--- config.mk ---
export PLATFORM = sky130hd
export DESIGN_NAME = ddr_req_arbiter
export DESIGN_NICKNAME = d
export VERILOG_FILES = /design/src/rtl/ddr_arb_pkg.sv /design/src/rtl/ddr_rr_arb2.sv /design/src/rtl/ddr_req_arbiter.sv
export SDC_FILE = /design/constraint.sdc
export NUM_CORES = 1
export LEC_CHECK = 0
export BUFFER_PORTS_ARGS = -buffer_cell sky130_fd_sc_hd__buf_2
export CORE_AREA = 2 2 781 783
export CTS_CLUSTER_DIAMETER = 120
export DETAILED_ROUTE_END_ITERATION = 16
export DIE_AREA = 0 0 783 785
export HOLD_SLACK_MARGIN = 0.08
export SLEW_MARGIN = 15
export SYNTH_ARGS = -nofsm -noshare
export SYNTH_HDL_FRONTEND = slang
export SYNTH_HIERARCHICAL = 1
export SYNTH_SLANG_ARGS = --single-unit
--- constraint.sdc ---
create_clock -name clock -period 4.6 [get_ports clock]
set_input_delay 0.92 -clock clock [delete_from_list [all_inputs] [get_ports clock]]
set_output_delay 0.92 -clock clock [all_outputs]
set_load 0.01 [all_outputs]
--- src/rtl/ddr_arb_pkg.sv ---
// ddr_arb_pkg
// Shared types and constants for the DDR request arbiter.
//   - arb_state_e : transaction FSM states (IDLE, ISSUE, WAIT, RESP)
//   - port_id_e   : requester identity (PORT_IF fetch, PORT_LSU load/store)
//   - DEF_ADDR_W  : default DDR entry-index width in 64-bit words
//   - WORD_W / LINE_W / BURST_LEN : LSU word, fetch line and burst geometry
//   - WD_CNT_W    : width of the optional WAIT watchdog counter
package ddr_arb_pkg;

    localparam int DEF_ADDR_W = 19;
    localparam int WORD_W     = 64;
    localparam int LINE_W     = 512;
    localparam int BURST_LEN  = LINE_W / WORD_W;
    localparam int WD_CNT_W   = 8;

    typedef enum logic [1:0] {
        ST_IDLE  = 2'd0,
        ST_ISSUE = 2'd1,
        ST_WAIT  = 2'd2,
        ST_RESP  = 2'd3
    } arb_state_e;

    typedef enum logic {
        PORT_IF  = 1'b0,
        PORT_LSU = 1'b1
    } port_id_e;

    // The port that did not win last time.
    function automatic port_id_e other_port(input port_id_e p);
        port_id_e r;
        case (p)
            PORT_IF:  r = PORT_LSU;
            PORT_LSU: r = PORT_IF;
            default:  r = PORT_LSU;
        endcase
        return r;
    endfunction

endpackage

--- src/rtl/ddr_rr_arb2.sv ---
// ddr_rr_arb2
// Two-way round-robin grant between the fetch and LSU requesters.
// Ports:
//   clock, reset       : clock, synchronous active-high reset
//   req_if, req_lsu    : qualified requests (already gated by the caller)
//   advance            : a grant is being taken this cycle; update the pointer
//   grant_if, grant_lsu: combinational one-hot grant (both 0 when idle)
// After reset the pointer favours the LSU.
module ddr_rr_arb2
    import ddr_arb_pkg::*;
(
    input  logic clock,
    input  logic reset,
    input  logic req_if,
    input  logic req_lsu,
    input  logic advance,
    output logic grant_if,
    output logic grant_lsu
);

    port_id_e last_r;
    port_id_e pick_s;

    // Choose the winner: on contention, the port not granted last.
    always_comb begin
        pick_s    = PORT_LSU;
        grant_if  = 1'b0;
        grant_lsu = 1'b0;
        if (req_if && req_lsu) begin
            pick_s = other_port(last_r);
        end else if (req_if) begin
            pick_s = PORT_IF;
        end else begin
            pick_s = PORT_LSU;
        end
        if (req_if || req_lsu) begin
            grant_if  = (pick_s == PORT_IF);
            grant_lsu = (pick_s == PORT_LSU);
        end else begin
            grant_if  = 1'b0;
            grant_lsu = 1'b0;
        end
    end

    // Remember the last winner; resetting to IF makes LSU win first.
    always_ff @(posedge clock) begin
        if (reset) begin
            last_r <= PORT_IF;
        end else if (advance && (req_if || req_lsu)) begin
            last_r <= pick_s;
        end else begin
            last_r <= last_r;
        end
    end

endmodule

--- src/rtl/ddr_req_arbiter.sv ---
// ddr_req_arbiter
// Arbitrates the instruction-fetch port and the LSU port onto a single DDR
// request channel, one transaction at a time (IDLE -> ISSUE -> WAIT -> RESP).
// Ports:
//   clock, reset          : clock, synchronous active-high reset
//   if_req_* / if_flush   : fetch request (512-bit line, 8-word aligned burst)
//   if_resp_valid/_data   : fetch response, one-cycle pulse
//   lsu_req_*             : LSU single-word read/write request
//   lsu_resp_valid/_rdata : LSU response pulse (rdata 0 for writes)
//   ddr_*                 : DDR request fields (held from ISSUE to WAIT exit)
//                           and DDR completion/data inputs
//   timeout_err           : sticky watchdog error
// Build option: define DDR_ARB_WATCHDOG_EN to enable the WAIT watchdog that
// forces a zero-data response after TIMEOUT_CYC WAIT cycles.
module ddr_req_arbiter
    import ddr_arb_pkg::*;
#(
    parameter int ADDR_W      = DEF_ADDR_W,
    parameter int TIMEOUT_CYC = 200
) (
    input  logic              clock,
    input  logic              reset,
    input  logic              if_req_valid,
    output logic              if_req_ready,
    input  logic [ADDR_W-1:0] if_req_index,
    input  logic              if_flush,
    output logic              if_resp_valid,
    output logic [LINE_W-1:0] if_resp_data,
    input  logic              lsu_req_valid,
    output logic              lsu_req_ready,
    input  logic [ADDR_W-1:0] lsu_req_index,
    input  logic              lsu_req_write,
    input  logic [WORD_W-1:0] lsu_req_wdata,
    input  logic [WORD_W-1:0] lsu_req_wmask,
    output logic              lsu_resp_valid,
    output logic [WORD_W-1:0] lsu_resp_rdata,
    output logic              ddr_chip_enable,
    output logic [ADDR_W-1:0] ddr_index,
    output logic              ddr_write_enable,
    output logic              ddr_burst_mode,
    output logic [WORD_W-1:0] ddr_opstore_write_data,
    output logic [WORD_W-1:0] ddr_opstore_write_mask,
    output logic [LINE_W-1:0] ddr_l2_write_data,
    input  logic              ddr_ready,
    input  logic              ddr_operation_done,
    input  logic [WORD_W-1:0] ddr_opload_read_data,
    input  logic [LINE_W-1:0] ddr_pc_read_inst,
    output logic              timeout_err
);

    // Clears the word-within-line bits so fetches start on a line boundary.
    localparam logic [ADDR_W-1:0] LINE_MASK = ~ADDR_W'(BURST_LEN - 1);

    if (TIMEOUT_CYC < 1 || TIMEOUT_CYC > (1 << WD_CNT_W)) begin : g_timeout_range
        $error("TIMEOUT_CYC does not fit the watchdog counter");
    end

    arb_state_e state_r;
    port_id_e   owner_r;
    logic       drop_r;
    logic       req_if_s;
    logic       req_lsu_s;
    logic       start_s;
    logic       grant_if_s;
    logic       grant_lsu_s;
    logic       timeout_hit_s;
    logic       wait_exit_s;

    assign ddr_l2_write_data = {LINE_W{1'b0}};

    // A flush in IDLE masks the fetch request for that cycle.
    assign req_if_s  = if_req_valid && !if_flush;
    assign req_lsu_s = lsu_req_valid;
    assign start_s   = (state_r == ST_IDLE) && ddr_ready && (req_if_s || req_lsu_s);
    assign wait_exit_s = ddr_operation_done || timeout_hit_s;

    ddr_rr_arb2 u_rr (
        .clock     (clock),
        .reset     (reset),
        .req_if    (req_if_s),
        .req_lsu   (req_lsu_s),
        .advance   (start_s),
        .grant_if  (grant_if_s),
        .grant_lsu (grant_lsu_s)
    );

`ifdef DDR_ARB_WATCHDOG_EN
    localparam logic [WD_CNT_W-1:0] WD_LAST = WD_CNT_W'(TIMEOUT_CYC - 1);

    logic [WD_CNT_W-1:0] wd_cnt_r;
    logic                timeout_err_r;

    // Done wins over the watchdog when both land in the same cycle.
    assign timeout_hit_s = (state_r == ST_WAIT) && !ddr_operation_done && (wd_cnt_r == WD_LAST);
    assign timeout_err   = timeout_err_r;

    // WAIT-cycle counter (cleared whenever WAIT is left) and sticky error.
    always_ff @(posedge clock) begin
        if (reset) begin
            wd_cnt_r      <= {WD_CNT_W{1'b0}};
            timeout_err_r <= 1'b0;
        end else begin
            if ((state_r == ST_WAIT) && !wait_exit_s) begin
                wd_cnt_r <= wd_cnt_r + WD_CNT_W'(1'b1);
            end else begin
                wd_cnt_r <= {WD_CNT_W{1'b0}};
            end
            if (timeout_hit_s) begin
                timeout_err_r <= 1'b1;
            end else begin
                timeout_err_r <= timeout_err_r;
            end
        end
    end
`else
    assign timeout_hit_s = 1'b0;
    assign timeout_err   = 1'b0;
`endif

    // Transaction FSM with all handshake, DDR and response outputs registered.
    always_ff @(posedge clock) begin
        if (reset) begin
            state_r                <= ST_IDLE;
            owner_r                <= PORT_LSU;
            drop_r                 <= 1'b0;
            if_req_ready           <= 1'b0;
            lsu_req_ready          <= 1'b0;
            if_resp_valid          <= 1'b0;
            lsu_resp_valid         <= 1'b0;
            if_resp_data           <= {LINE_W{1'b0}};
            lsu_resp_rdata         <= {WORD_W{1'b0}};
            ddr_chip_enable        <= 1'b0;
            ddr_index              <= {ADDR_W{1'b0}};
            ddr_write_enable       <= 1'b0;
            ddr_burst_mode         <= 1'b0;
            ddr_opstore_write_data <= {WORD_W{1'b0}};
            ddr_opstore_write_mask <= {WORD_W{1'b0}};
        end else begin
            // Single-cycle strobes default low.
            if_req_ready    <= 1'b0;
            lsu_req_ready   <= 1'b0;
            if_resp_valid   <= 1'b0;
            lsu_resp_valid  <= 1'b0;
            ddr_chip_enable <= 1'b0;
            case (state_r)
                ST_IDLE: begin
                    if (start_s) begin
                        state_r         <= ST_ISSUE;
                        drop_r          <= 1'b0;
                        ddr_chip_enable <= 1'b1;
                        if (grant_lsu_s) begin
                            owner_r                <= PORT_LSU;
                            lsu_req_ready          <= 1'b1;
                            ddr_index              <= lsu_req_index;
                            ddr_write_enable       <= lsu_req_write;
                            ddr_burst_mode         <= 1'b0;
                            ddr_opstore_write_data <= lsu_req_wdata;
                            ddr_opstore_write_mask <= lsu_req_wmask;
                        end else begin
                            owner_r                <= PORT_IF;
                            if_req_ready           <= 1'b1;
                            ddr_index              <= if_req_index & LINE_MASK;
                            ddr_write_enable       <= 1'b0;
                            ddr_burst_mode         <= 1'b1;
                            ddr_opstore_write_data <= {WORD_W{1'b0}};
                            ddr_opstore_write_mask <= {WORD_W{1'b0}};
                        end
                    end else begin
                        state_r <= ST_IDLE;
                    end
                end
                ST_ISSUE: begin
                    state_r <= ST_WAIT;
                    if ((owner_r == PORT_IF) && if_flush) begin
                        drop_r <= 1'b1;
                    end else begin
                        drop_r <= drop_r;
                    end
                end
                ST_WAIT: begin
                    if ((owner_r == PORT_IF) && if_flush) begin
                        drop_r <= 1'b1;
                    end else begin
                        drop_r <= drop_r;
                    end
                    if (wait_exit_s) begin
                        state_r <= ST_RESP;
                        // Response data is captured on the edge that enters RESP.
                        if (owner_r == PORT_LSU) begin
                            lsu_resp_valid <= 1'b1;
                            if (ddr_operation_done && !ddr_write_enable) begin
                                lsu_resp_rdata <= ddr_opload_read_data;
                            end else begin
                                lsu_resp_rdata <= {WORD_W{1'b0}};
                            end
                        end else begin
                            if_resp_valid <= !(drop_r || if_flush);
                            if (ddr_operation_done) begin
                                if_resp_data <= ddr_pc_read_inst;
                            end else begin
                                if_resp_data <= {LINE_W{1'b0}};
                            end
                        end
                    end else begin
                        state_r <= ST_WAIT;
                    end
                end
                ST_RESP: begin
                    state_r <= ST_IDLE;
                    drop_r  <= 1'b0;
                end
                default: begin
                    state_r <= ST_IDLE;
                    drop_r  <= 1'b0;
                end
            endcase
        end
    end

endmodule

# After elaboration in Yosys (flattened, before gate mapping)
# Cells that the tools add are included.
[classes] n_eq_ne=5 n_mux=19 bitwise=6 reduce_logical=22
[ops] op="2-to-1 mux 64 bit" count=3
[ops] op="2-to-1 mux 19 bit" count=1
[ops] op="2-to-1 mux 1 bit" count=12
[ops] op="case mux 2 bit (4 select lines)" count=1
[ops] op="logical AND 1 bit" count=7
[ops] op="inverter 1 bit" count=6
[ops] op="AND reduction 3 bit" count=2
[ops] op="OR reduction 3 bit" count=2
[ops] op="== test 2 bit (second input constant)" count=2
[ops] op="inequality test 2 x 1 -> 1 bit (second input constant)" count=2
[ops] op="AND reduction 2 bit" count=2
[ops] op="OR reduction 2 bit" count=2
[ops] op="OR reduction 4 bit" count=1
[ops] op="logical NOT 1 bit" count=3
[ops] op="case mux 1 bit (3 select lines)" count=1
[ops] op="== test 2 x 1 -> 1 bit (second input constant)" count=1
[ops] op="logical NOT 2 bit" count=1
[ops] op="logical OR 1 bit" count=2
[ops] op="case mux 1 bit (2 select lines)" count=1
[word_totals] regBits=735

# Depth between registers and ports, before layout
# Gate-level depths: netlist of the first run.
[logic_depth] depth_word=6 mapped_depth=9 depth_no_buf=6

# Modules after synthesis
# Netlist of the first run, hierarchy kept.
[by_module_without_submodules] module="ddr_req_arbiter" instances=1 cells_each=3592 area_each_um2=29997.5
[by_module_without_submodules] module="ddr_rr_arb2" instances=1 cells_each=7 area_each_um2=65.1

# Worst setup path before layout of the first run
# No wires, ideal clock.
[synth_path] path_type="input-to-reg" start="in if_req_valid" end="reg ddr_opstore_write_data[0]" arrival_ns=2.166 setup_slack_ns=2.362 path_stages=6 n_path_buf=2 cell_sequence="nor2b_2 a21boi_0 clkbuf_1 clkbuf_1 nand3_1 mux2i_1"
[synth_between] elab_chain_len=5 word_cells_on_any_way=9 classes_between="mux: 4; reduce/logical: 5"
[synth_lines] element="start, declared" line="ddr_req_arbiter.sv:23" source="input logic if_req_valid,"
[synth_lines] element="logical AND 1 bit *" line="ddr_req_arbiter.sv:72" source="assign req_if_s = if_req_valid && !if_flush;"
[synth_lines] element="2-to-1 mux 1 bit or logical AND 1 bit (tied branches)" line="ddr_rr_arb2.sv:31, ddr_rr_arb2.sv:29"
[synth_lines] element="2-to-1 mux 1 bit" line="ddr_rr_arb2.sv:29" source="if (req_if && req_lsu) begin"
[synth_lines] element="2-to-1 mux 1 bit *" line="ddr_rr_arb2.sv:36" source="if (req_if || req_lsu) begin"
[synth_lines] element="named net grant_lsu_s" line="ddr_req_arbiter.sv:65" source="logic grant_lsu_s;"
[synth_lines] element="2-to-1 mux 64 bit *" line="ddr_req_arbiter.sv:151" source="if (grant_lsu_s) begin"
[synth_lines] element="end signal, assigned" line="ddr_req_arbiter.sv:136" source="ddr_opstore_write_data <= {WORD_W{1'b0}};"
[synth_lines] element="end signal, assigned" line="ddr_req_arbiter.sv:157" source="ddr_opstore_write_data <= lsu_req_wdata;"
[synth_lines] element="end signal, assigned" line="ddr_req_arbiter.sv:165" source="ddr_opstore_write_data <= {WORD_W{1'b0}};"
[synth_lines] element="end, declared" line="ddr_req_arbiter.sv:41" source="output logic [WORD_W-1:0] ddr_opstore_write_data,"
# Mark *: on every way through the listed nets, which the timed path passes. The rest lies on a longest branch.
# A chain may end at the register's enable or synchronous reset.

# Final worst setup path of the first run
[layout_path] start="reg if_resp_data[483]" end="out if_resp_data[483]"
[layout_lines] element="start, declared" line="ddr_req_arbiter.sv:28" source="output logic [LINE_W-1:0] if_resp_data,"
[layout_lines] element="start signal, assigned" line="ddr_req_arbiter.sv:130" source="if_resp_data <= {LINE_W{1'b0}};"
[layout_lines] element="start signal, assigned" line="ddr_req_arbiter.sv:199" source="if_resp_data <= ddr_pc_read_inst;"
[layout_lines] element="start signal, assigned" line="ddr_req_arbiter.sv:201" source="if_resp_data <= {LINE_W{1'b0}};"
# No word-level cell between the ends.

==> results of run 1 <==
-- flip-flops by register name, indices dropped and copies added (netlist names), 2 cells and up --
| register | count |
|---|---|
| if_resp_data | 512 |
| ddr_opstore_write_mask | 64 |
| ddr_opstore_write_data | 64 |
| ddr_index | 19 |
| state_r | 2 |
| lsu_resp_rdata | 64 |
-- report_power, final --
group	internal, mW	total (mW)	leakage [nW]	switching (mW)
sequential	6.47	6.53	5.93	0.0610
clock	5.41	9.14	1.84	3.73
combinational	0.459	1.46	11.3	0.999
total	12.3	17.1	19.1	4.79
-- layout by cell type, fill, tap and decap left out, types with 2 or more instances in the layout --
cell type / n
nand3_1: 130
clkinv_16: 2
conb_1: 513
diode_2: 115
nand2_1: 1193
bufinv_16: 14
clkbuf_1: 16
inv_6: 8
dfxtp_1: 735
inv_8: 6
clkbuf_16: 108
nand3b_1: 2
a21oi_1: 512
buf_4: 39
clkbuf_8: 17
buf_12: 14
clkinv_4: 7
inv_1: 3
clkinvlp_4: 6
mux2i_1: 148
nor2_1: 3
ha_1: 3
mux2_2: 16
a22o_1: 64
buf_2: 1475
clkinv_2: 11
nor2b_1: 3
-- routing by layer --
metal | vias up | GRT usage (%)
met4 | 56 | 4.69
met3 | 564 | 8.56
met5 | - | 0.854
li1 | 13600 | -
met2 | 1964 | 17.3
met1 | 14500 | 8.93
-- worst paths after layout --
kind	slack (ns)	startpoint	end	cells past startpoint
max reg2reg	2.05	state_r[0]	if_resp_data[239]	6
max	1.93	if_resp_data[483]	if_resp_data[483]	1
min	0.21	ddr_opload_read_data[17]	lsu_resp_rdata[17]	2
min reg2reg	0.45	drop_r	if_resp_valid	1
-- cell type report --
class | count | area, µm² | share of cell area (%)
sequential | 735 | 14700 | 30.0
antenna | 115 | 288 | 0.587
tap | 8064 | 10100 | 20.6
clock buffer | 141 | 3000 | 6.11
inverter | 5 | 33.8 | 0.0689
clock inverter | 54 | 793 | 1.62
multi-input combinational | 2607 | 12100 | 24.7
timing repair buffer | 1529 | 7970 | 16.3
==> results.sh, run 1 <==
export IMPL_status="finished clean"
export IMPL_grt_max_degree=158
export IMPL_dp_hpwl_um=302000
export IMPL_drive_gt1_share_pct=34.2
export IMPL_wl_per_cell_um=25.5
export IMPL_place_inst=12900
export IMPL_slew_headroom_pct=30.9
export IMPL_met3_length_um=61600
export IMPL_final_nets=5739
export IMPL_cp_cell_sequence="buf_2"
export IMPL_grt_pass1_wl_um=393000
export IMPL_grt_pass1_vias=27800
export IMPL_ir_drop_uv=319
export IMPL_clock_skew_ns=0.0843
export IMPL_cp_start_kind="register"
export IMPL_root_buffer="clkbuf_16"
export IMPL_die_w_um=783
export IMPL_grt_overflow=0
export IMPL_dr_pass1_iters=6
export IMPL_cp_max_fo=2
export IMPL_slowest_stage="dfxtp_1"
export IMPL_final_hold_viol_count=0
export IMPL_ctsResizeCount=0
export IMPL_area_growth_pct=63.1
export IMPL_place_ws_ns=1.43
export IMPL_setup_violations=0
export IMPL_p_leak_nw=19.1
export IMPL_wirelength_um=338000
export IMPL_ctsHoldBuffers=0
export IMPL_rsz0062_at_grt="false"
export IMPL_wl_met2_um=159000
export IMPL_stdcell_area_mm2=0.0490
export IMPL_cp_end_kind="primary output"
export IMPL_post_synth_instance_area_mm2=0.0301
export IMPL_fin_hold_ws_ns=0.213
export IMPL_fillCellCount=71200
export IMPL_dieArea_mm2=0.615
export IMPL_port_buffers=1476
export IMPL_clk_path_buf_depth=4
export IMPL_insertion_delay_ns=0.92
export IMPL_post_route_period_util_pct=58.0
export IMPL_tightest_slew_ns=1.04
export IMPL_cpPeakStageDelay_ns=0.66
export IMPL_crit_type="reg2out"
export IMPL_crit_required_ns=3.68
export IMPL_cts_tree="built"
export IMPL_top_layer_used="met5"
export IMPL_ioPinCount=1993
export IMPL_postRouteAntennaNets=0
export IMPL_p_per_area_mw_per_mm2=349
export IMPL_critical_path_top_delay_family="flip-flops"
export IMPL_post_cts_buffers=0
export IMPL_wl_met1_um=98900
export IMPL_clkTransAtPathRegs_ns=0.06
export IMPL_fp_row_count=286
export IMPL_avgSynthCellArea_um2=8.35
export IMPL_post_route_drc_count=0
export IMPL_routabilityCongestion=1.09
export IMPL_die_h_um=785
export IMPL_finish_utilization_pct=8.09
export IMPL_fin_cells=13300
export IMPL_initial_core_util_pct=4.96
export IMPL_power_total_mw=17.1
export IMPL_period_needed_ns=2.67
export IMPL_worstPathArrival_ns=1.75
export IMPL_drt_iter0_drc=2859
export IMPL_ys_warn_count=6
export IMPL_slew_viol_final=0
export IMPL_timing_max_cap_violations=0
export IMPL_core_mm2=0.605
export IMPL_min_path_type="in2reg"
export IMPL_viasPerCell=2.31
export IMPL_cts_buffers=108
export IMPL_htreeDepth=3
export IMPL_timing_fmax_ghz=0.375
export IMPL_cts_sink_count=735
export IMPL_path_buf_inv=1
export IMPL_vias=30600
export IMPL_tns_ns=0
export IMPL_gr_usage_all_layers_pct=10.4
export IMPL_fin_ws_ns=1.93
export IMPL_antenna_found_initial=236
export IMPL_placed_cell_area_mm2=0.0449
export IMPL_syn_inst=3597
(Power assumes the default switching activity.)
==> inputs of run 2 (changes only) <==
==> constraint.sdc (replaced) <==
create_clock -name clock -period 2.3 [get_ports clock]
set_input_delay 0.46 -clock clock [delete_from_list [all_inputs] [get_ports clock]]
set_output_delay 0.46 -clock clock [all_outputs]
set_load 0.01 [all_outputs]
==> run 2 against run 1 <==
Effect of this change: the run now ends with setup timing left; clock skew fell by 0.031 ns; largest power group unchanged; flip-flop and latch count stayed put; power rose by 100%; sequential share of layout area down 4.3 points; via count grew 12%; largest cell class is now non-clock buffers; cell area is 17% higher; die area did not move; count of clock-buffer cells in the layout decreased by 12; first-iteration DRC count grew 12%.
==> results.sh, run 2 (synthesized netlist as in run 1, its figures left out) <==
export IMPL_status="finished, violations left"
export IMPL_violations="setup timing"
export IMPL_ioPinCount=1993
export IMPL_vias=34200
export IMPL_hold_depth=5
export IMPL_die_w_um=783
export IMPL_cpPeakStageDelay_ns=0.58
export IMPL_top_register="if_resp_data"
export IMPL_crit_required_ns=3.01
export IMPL_slowest_stage="dlygate4sd3_1"
export IMPL_post_route_drc_count=0
export IMPL_finish_utilization_pct=9.44
export IMPL_path_buf_inv=4
export IMPL_grt_util_met1_pct=9.77
export IMPL_crit_top_cell="dlygate4sd3_1"
export IMPL_layout_commonest_cell="buf_2"
export IMPL_routabilityCongestion=1.04
export IMPL_root_buffer="clkbuf_16"
export IMPL_r2r_start="u_rr/last_r"
export IMPL_min_path_type="in2reg"
export IMPL_period_needed_ns=2.32
export IMPL_fillCellCount=70600
export IMPL_critical_path_top_delay_family="buffers and inverters"
export IMPL_dp_hpwl_um=308000
export IMPL_ir_drop_uv=578
export IMPL_cp_end_kind="register"
export IMPL_fp_row_count=286
export IMPL_gr_usage_met3_pct=8.01
export IMPL_insertion_delay_ns=0.83
export IMPL_timing_max_cap_violations=0
export IMPL_final_hold_viol_count=0
export IMPL_tightest_slew_ns=0.728
export IMPL_placed_cell_area_mm2=0.0461
export IMPL_clock_skew_ns=0.0532
export IMPL_cp_start_kind="input port"
export IMPL_wl_per_cell_um=24.7
export IMPL_antenna_found_initial=135
export IMPL_cts_sink_count=735
export IMPL_place_ws_ns=0.191
export IMPL_cts_buffers=100
export IMPL_grt_pass1_vias=32200
export IMPL_rsz0062_at_grt="false"
export IMPL_min_from="if_req_index[6]"
export IMPL_cp_cell_sequence="dlygate4sd3_1, buf_2, a21boi_4, buf_4, mux2_2, dlygate4sd3_1, nand2_1, mux2i_1"
export IMPL_clkTransAtPathRegs_ns=0.06
export IMPL_stdcell_area_mm2=0.0572
export IMPL_cp_depth=8
export IMPL_power_total_mw=34.3
export IMPL_p_per_area_mw_per_mm2=601
export IMPL_initial_core_util_pct=4.96
export IMPL_slew_headroom_pct=51.0
export IMPL_gr_usage_all_layers_pct=10.6
export IMPL_cts_tree="built"
export IMPL_final_nets=6583
export IMPL_largest_reg_flops=512
export IMPL_cp_max_fo=24
export IMPL_use_met2_pct=17.9
export IMPL_fin_ws_ns=-0.0227
export IMPL_clk_path_buf_depth=4
export IMPL_port_buffers=1476
export IMPL_setup_violations=2
export IMPL_timing_fmax_ghz=0.431
export IMPL_drt_iter0_drc=3205
export IMPL_area_growth_pct=90.2
export IMPL_core_mm2=0.605
export IMPL_p_leak_nw=22.7
export IMPL_grt_overflow=0
export IMPL_grt_max_degree=67
export IMPL_postRouteAntennaNets=0
export IMPL_worstPathArrival_ns=3.04
export IMPL_crit_type="in2reg"
export IMPL_slew_viol_final=0
export IMPL_die_h_um=785
export IMPL_post_route_period_util_pct=101
export IMPL_wirelength_um=346000
export IMPL_viasPerCell=2.44
export IMPL_dieArea_mm2=0.615
export IMPL_layout_common_cells="buf_2, nand2_1, dlygate4sd3_1"
export IMPL_r2r_end="ddr_index[3]"
export IMPL_dr_pass1_iters=6
export IMPL_min_to="ddr_index[6]"
export IMPL_reg2reg_depth=6
export IMPL_grt_busiest_layer="met2"
export IMPL_grt_pass1_wl_um=410000
export IMPL_rrSetupSlack_ns=0.12
export IMPL_htreeDepth=3
export IMPL_drive_gt1_share_pct=31.0
run 2: layout make-up:
type                            instances  area (µm²)  area share (%)
Timing Repair Buffer                 2381       16700            29.2
Antenna cell                           44         110           0.193
Clock buffer                          129        2770            4.85
Sequential cell                       735       14700            25.7
Multi-Input combinational cell       2607       12100            21.2
Tap cell                             8064       10100            17.7
Inverter                                5        33.8          0.0591
Clock inverter                         48         643            1.13
run 2: worst reg2reg max path: stages (launching register included):
cell	delay, ns
dfxtp_1	0.34
a21boi_4	0.22
buf_4	0.33
mux2_2	0.39
dlygate4sd3_1	0.58
nand2_1	0.12
mux2i_1	0.08
run 2: worst max-delay path by stage:
stage	from	to	slack [ns]
after floorplan	if_req_valid	ddr_opstore_write_data[0]	0.53
after global placement	if_req_valid	ddr_index[8]	0.20
after detailed placement	state_r[0]	if_resp_data[47]	0.19
after CTS	if_resp_data[222]	if_resp_data[222]	0.0006
after global routing	lsu_req_valid	ddr_index[11]	0.0007
final	lsu_req_valid	ddr_index[3]	-0.02
run 2: what timing repair did:
| action | CTS | global route |
|---|---|---|
| gates resized for setup | 13 | 0 |
| buffers inserted | 0 | 5 |
| hold buffers | 743 | 0 |
| setup endpoints to repair | 13 | 4 |
| hold endpoints to repair | 732 | 0 |
| cloned | 0 | 0 |
run 2: per-layer routing:
layer,vias up,wire length [µm]
met4,16,16000
met5,-,103
met3,518,58300
met1,16400,109000
li1,15200,-
met2,2072,163000
run 2: where the power goes:
group	internal (mW)	leakage, nW	total (mW)	switching, mW
clock network	9.86	1.66	16.7	6.88
logic	1.91	15.1	4.51	2.60
registers	12.9	5.93	13.1	0.153
total	24.7	22.7	34.3	9.63
run 2: stage by stage:
stage / TNS, ns / hold slack (ns) / std cells
after CTS: 0 / 0.147 / 14000
after global routing: 0 / 0.203 / 14000
after detailed placement: 0 / 0.443 / 13000
after global placement: 0 / 0.440 / 13000
final: -0.0263 / 0.245 / 14000
after floorplan: 0 / 0.393 / 4109
